### src/rtl/ex_mem_stage.sv
// EX-to-MEM pipeline stage for a five-stage MIPS pipeline.
// Resolves the EX destination register, holds the EX/MEM latch plus one
// stage of MEM/WB destination history, and produces the ID-stage forwarding
// selects and the load-use stall request from that state.
module ex_mem_stage #(
   parameter int DW = 32,
   parameter int RW = 5
) (
   input  logic          clk,
   input  logic          rst,
   input  logic [RW-1:0] EX_Mux0,
   input  logic [RW-1:0] EX_Mux1,
   input  logic          regdst,
   input  logic          ewreg,
   input  logic          em2reg,
   input  logic          ewmem,
   input  logic [DW-1:0] ealu,
   input  logic [DW-1:0] eqb,
   input  logic          hold,
   input  logic          flush,
   input  logic [RW-1:0] id_rs,
   input  logic [RW-1:0] id_rt,
   output logic [RW-1:0] ern,
   output logic          mwreg,
   output logic          mm2reg,
   output logic          mwmem,
   output logic [RW-1:0] mrn,
   output logic [DW-1:0] malu,
   output logic [DW-1:0] mqb,
   output logic          wwreg,
   output logic [RW-1:0] wrn,
   output logic [1:0]    fwda,
   output logic [1:0]    fwdb,
   output logic          load_stall
);

   // Effective EX write: a write to $0 is dropped before it enters the pipe.
   logic ewv;

   // Forwarding select for one source register, first match wins.
   // A load in EX matching the source is skipped on purpose: that cycle is
   // covered by load_stall, so whatever lower-priority match remains is moot.
   function automatic logic [1:0] fwd_sel(
      input logic [RW-1:0] s,
      input logic          ex_wr,
      input logic          ex_ld,
      input logic [RW-1:0] ex_rn,
      input logic          m_wr,
      input logic          m_ld,
      input logic [RW-1:0] m_rn
   );
      logic [1:0] sel;
      sel = 2'b00;
      if (s == '0)
         sel = 2'b00;
      else if (ex_wr && !ex_ld && ex_rn == s)
         sel = 2'b01;
      else if (m_wr && !m_ld && m_rn == s)
         sel = 2'b10;
      else if (m_wr && m_ld && m_rn == s)
         sel = 2'b11;
      return sel;
   endfunction

   // Destination select (RegDst) and effective write enable, ungated.
   always_comb begin
      ern = regdst ? EX_Mux1 : EX_Mux0;
      ewv = ewreg && (ern != '0);
   end

   // ---- EX -> MEM / MEM -> WB boundary: priority rst > flush > hold > advance
   always_ff @(posedge clk) begin
      if (rst) begin
         mwreg  <= 1'b0;
         mm2reg <= 1'b0;
         mwmem  <= 1'b0;
         mrn    <= '0;
         malu   <= '0;
         mqb    <= '0;
         wwreg  <= 1'b0;
         wrn    <= '0;
      end else if (flush) begin
         // Bubble into MEM; the older instruction still retires into history.
         mwreg  <= 1'b0;
         mm2reg <= 1'b0;
         mwmem  <= 1'b0;
         mrn    <= '0;
         malu   <= '0;
         mqb    <= '0;
         wwreg  <= mwreg;
         wrn    <= mrn;
      end else if (!hold) begin
         mwreg  <= ewv;
         mm2reg <= em2reg && ewv;
         mwmem  <= ewmem;
         mrn    <= ern;
         malu   <= ealu;
         mqb    <= eqb;
         wwreg  <= mwreg;
         wrn    <= mrn;
      end
   end

   // Forwarding selects and load-use request, recomputed every cycle
   // (including during hold) from the current EX inputs and MEM state.
   always_comb begin
      fwda = fwd_sel(id_rs, ewv, em2reg, ern, mwreg, mm2reg, mrn);
      fwdb = fwd_sel(id_rt, ewv, em2reg, ern, mwreg, mm2reg, mrn);
      load_stall = ewv && em2reg &&
                   (((ern == id_rs) && (id_rs != '0)) ||
                    ((ern == id_rt) && (id_rt != '0)));
   end

endmodule
### config.mk
export PLATFORM = sky130hd
export DESIGN_NAME = ex_mem_stage
export DESIGN_NICKNAME = d
export VERILOG_FILES = /design/src/rtl/ex_mem_stage.sv
export SDC_FILE = /design/constraint.sdc
export NUM_CORES = 1
export LEC_CHECK = 0
export CAP_MARGIN = 20
export CORE_UTILIZATION = 38
export DETAILED_ROUTE_END_ITERATION = 16
export MAX_ROUTING_LAYER = met4
export PLACE_DENSITY_LB_ADDON = 0.2
export SLEW_MARGIN = 5
export SYNTH_ARGS = -nofsm -noshare
export SYNTH_HDL_FRONTEND = slang
export SYNTH_SLANG_ARGS = --single-unit
### constraint.sdc
create_clock -name clk -period 2.25 [get_ports clk]
set_input_delay 0.45 -clock clk [delete_from_list [all_inputs] [get_ports clk]]
set_output_delay 0.45 -clock clk [all_outputs]
set_load 0.005 [all_outputs]
==> results.md, run 1 <==
- Drt initial violations: 85
- GRT Util Overall: 21.9%
- CTS H-tree lvls: 3
- Post-route ant nets: 0
- CTS Buf Count: 9
- DRC: 0
- Die Y: 93.7 µm
- Synth Net Count: 414
- Total I/O pin count: 180
- Slew headroom: 70.0%
- Largest net degree at the start of global routing: 67
- Synth warn: 0
- Crit-path max cell delay: 550 ps
- Core ar.: 8180 µm²
- Max-slew violation count: 0
- TritonRoute pass-1 iters: 4
- Utilization after layout: 69.6%
- M3 GR Usage: 4.85%
- Area grow syn2layout: 78.0%
- Status: finished with violations
- Setup Viol. Count Final: 1
- Final Cycle Share: 101%
- First-pass GRT wire length: 14.4 mm
- Startpoint Class: input port
- Number of global-route vias before repair: 3138
- Post-synthesis sequential area ratio: 48.9%
- Most common cell on crit path: buf_4
- Sink Count: 78
- CP bufs+invs: 5
- Port Buffers: 179
- Syn Inst Count: 322
- CTS root buf: clkbuf_8
- Initial Util: 39.1%
- Hold_buf cts: 0
- Peak supply drop: 384 µV
- Worst Max-Slew Pin Slew: 450 ps
- Global route overflow: 0
- Slack of the critical path: -12.9 ps
- Kind of critical path: in -> out
- Largest cells by area after synthesis: dfxtp_1, mux2i_1, nor2_1
- Routability cong.: 0.887
- Vias per inst: 4.72
- Synth cell types: 29
- Endpoint class of the critical path: primary output
- Slowest-stage cell, CP: or4_4
- CP delay by family, top: simple AND/OR/NAND/NOR gates
- Clk buf depth: 2
- RSZ-0062 raised after global routing: true
- Die area: 8780 µm²
- Synthesized cell area: 3200 µm²
- Type of the most critical hold path: reg -> reg
- Die Wd: 93.7 µm
- Drt wl/cell: 14.8 µm
- Synth Register Bits: 78
- WP data required: 1800 ps
- Num rows: 33
- Share of the synthesized area in the top cell type: 48.9%
- Initial antenna violation count: 0
- Skew final: 7.21 ps
- Cell taking the most area after synthesis: dfxtp_1
- Mean Syn Cell Area: 9.92 µm²
- Antenna Cells: 0
- Final hold vios: 0
- Nets@finish: 633
- Critical path, cell by cell: clkdlybuf4s15_1 > or4_4 > nor2_2 > buf_4 > buf_4 > buf_4 > a21oi_2 > buf_2
- Final TNS setup: -12.9 ps
- Met2 usage: 38.7%
- Total Wirelength: 9.62 mm
- Global route hottest layer: met2
- Register clock-pin slew on the reported worst setup and hold paths: 70 ps
- Total number of vias: 3066
- Layout cells sized above 1: 18.5%
- CP max FO: 2
- # Max-Cap Violations: 0
- Leakage Power: 0.00243 µW
- Fmax: 442 MHz
- CTS tree: done
- Clk_lat worst skew: 340 ps
- GR Layer Usage met1: 23.8%
- Filler instances: 631
- Worst path arrival time: 1810 ps
- Failing checks: setup timing
- Power Density: 566 nW/µm²
- Detail Placement HPWL: 6.77 mm
- Min cycle time layout: 2260 ps
## Yosys cell counts
master and number:
and4b_1 1, nor4b_1 1, nand2_1 3, nor2_1 90, xnor2_1 16, inv_2 2
or4_1 1, buf_2 7, nand4b_1 1, buf_6 1, nor3_1 3, and4_1 1
nand4_1 1, o31a_1 1, nand3_1 6, mux2i_1 72, nand2b_1 1, or2_2 1
mux2i_4 3, inv_1 3, clkbuf_1 11, a21boi_1 1, a21oi_1 8, xor2_1 4
nand3b_1 1, nor3_2 1, nor4_1 1, mux2i_2 2, dfxtp_1 78
## registers in the layout, summed over array words and instances (netlist names)
signal  cells
malu       32
mm2reg      1
mqb        32
mrn         5
mwmem       1
mwreg       1
wrn         5
wwreg       1
## worst paths after layout
path,startpoint,endpoint,slack [ps],cells past startpoint
max,id_rs[2],fwda[0],-10,8
min,mqb[3],mqb[3],500,2
max reg2reg,mrn[3],mrn[3],1440,3
min reg2reg,mqb[3],mqb[3],500,2
## per-layer routing
layer,wire length (µm),vias to the layer above
met5,0,-
met4,174,0
met2,4860,130
met3,652,21
met1,3930,1404
li1,-,1511
## kinds of logic after synthesis
| kind of cell | count (synthesis) | synth area share (%) |
|---|---|---|
| muxes | 77 | 25.5 |
| DFF | 78 | 48.9 |
| xor gates and xnor gates | 20 | 5.48 |
| buffers and inverters | 24 | 3.33 |
| AOI/OAI and AO/OA | 10 | 1.76 |
| and+or+nand+nor | 113 | 15.0 |
## final cells by class
type	count	area, µm²	share of cell area, %
well taps	105	131	2.31
inverters	5	21.3	0.374
repair buffers	227	2130	37.5
flip-flops and latches	78	1560	27.5
clock inverters	5	83.8	1.47
clock buffers	10	128	2.24
multi-input cells	220	1630	28.6
## worst register-to-register path, stage by stage, from the launching register on
cell and delay (ps):
dfxtp_1 350, buf_4 150, a21oi_1 140, nor2_1 50
## stage by stage
step	total power (µW)	setup WS, ps	cells	cell area [µm²]	hold slack (ps)
after detailed placement	2070	-781	619	5310	486
after floorplan	1710	214	322	3200	485
after global routing	3370	-65.2	650	5690	532
final	3220	-12.9	650	5690	499
after global placement	2060	-749	619	5310	472
after CTS	3220	5.91	641	5620	506
## placed cells by master, fill, tap and decap left out, types with 2 or more instances in the layout
cell type	count
dfxtp_1	78
buf_6	4
nand3_1	6
inv_1	3
clkinvlp_4	2
buf_2	9
a21oi_1	7
clkdlybuf4s15_1	5
xnor2_2	5
nand2_1	3
bufinv_16	2
clkdlybuf4s50_1	152
dlygate4sd2_1	5
buf_4	43
clkbuf_2	4
mux2i_1	72
nor3_2	3
nor2_1	87
nor2_2	3
xnor2_1	11
buf_12	3
clkbuf_8	9
xor2_1	4
mux2i_4	5
## power breakdown
group	switching [µW]	internal, µW
combinational	238	399
sequential	25.9	1420
clock	511	623
total	774	2450
## repair_timing
| action | CTS | global route |
|---|---|---|
| resized for setup | 82 | 12 |
| endpoints found under the setup margin | 10 | 5 |
| pin swaps | 16 | 10 |
| buffers inserted | 9 | 10 |
Power figures use the tool's default switching activity.
==> run 2, diff against run 1 <==
--- a/config.mk
+++ b/config.mk
@@ -7,6 +7,7 @@
 export LEC_CHECK = 0
 export CAP_MARGIN = 20
 export CORE_UTILIZATION = 38
+export CTS_CLUSTER_SIZE = 10
 export DETAILED_ROUTE_END_ITERATION = 16
 export MAX_ROUTING_LAYER = met4
 export PLACE_DENSITY_LB_ADDON = 0.2
==> results of run 2 <==
Final layout, timing and power as in run 1 (identical DEF).
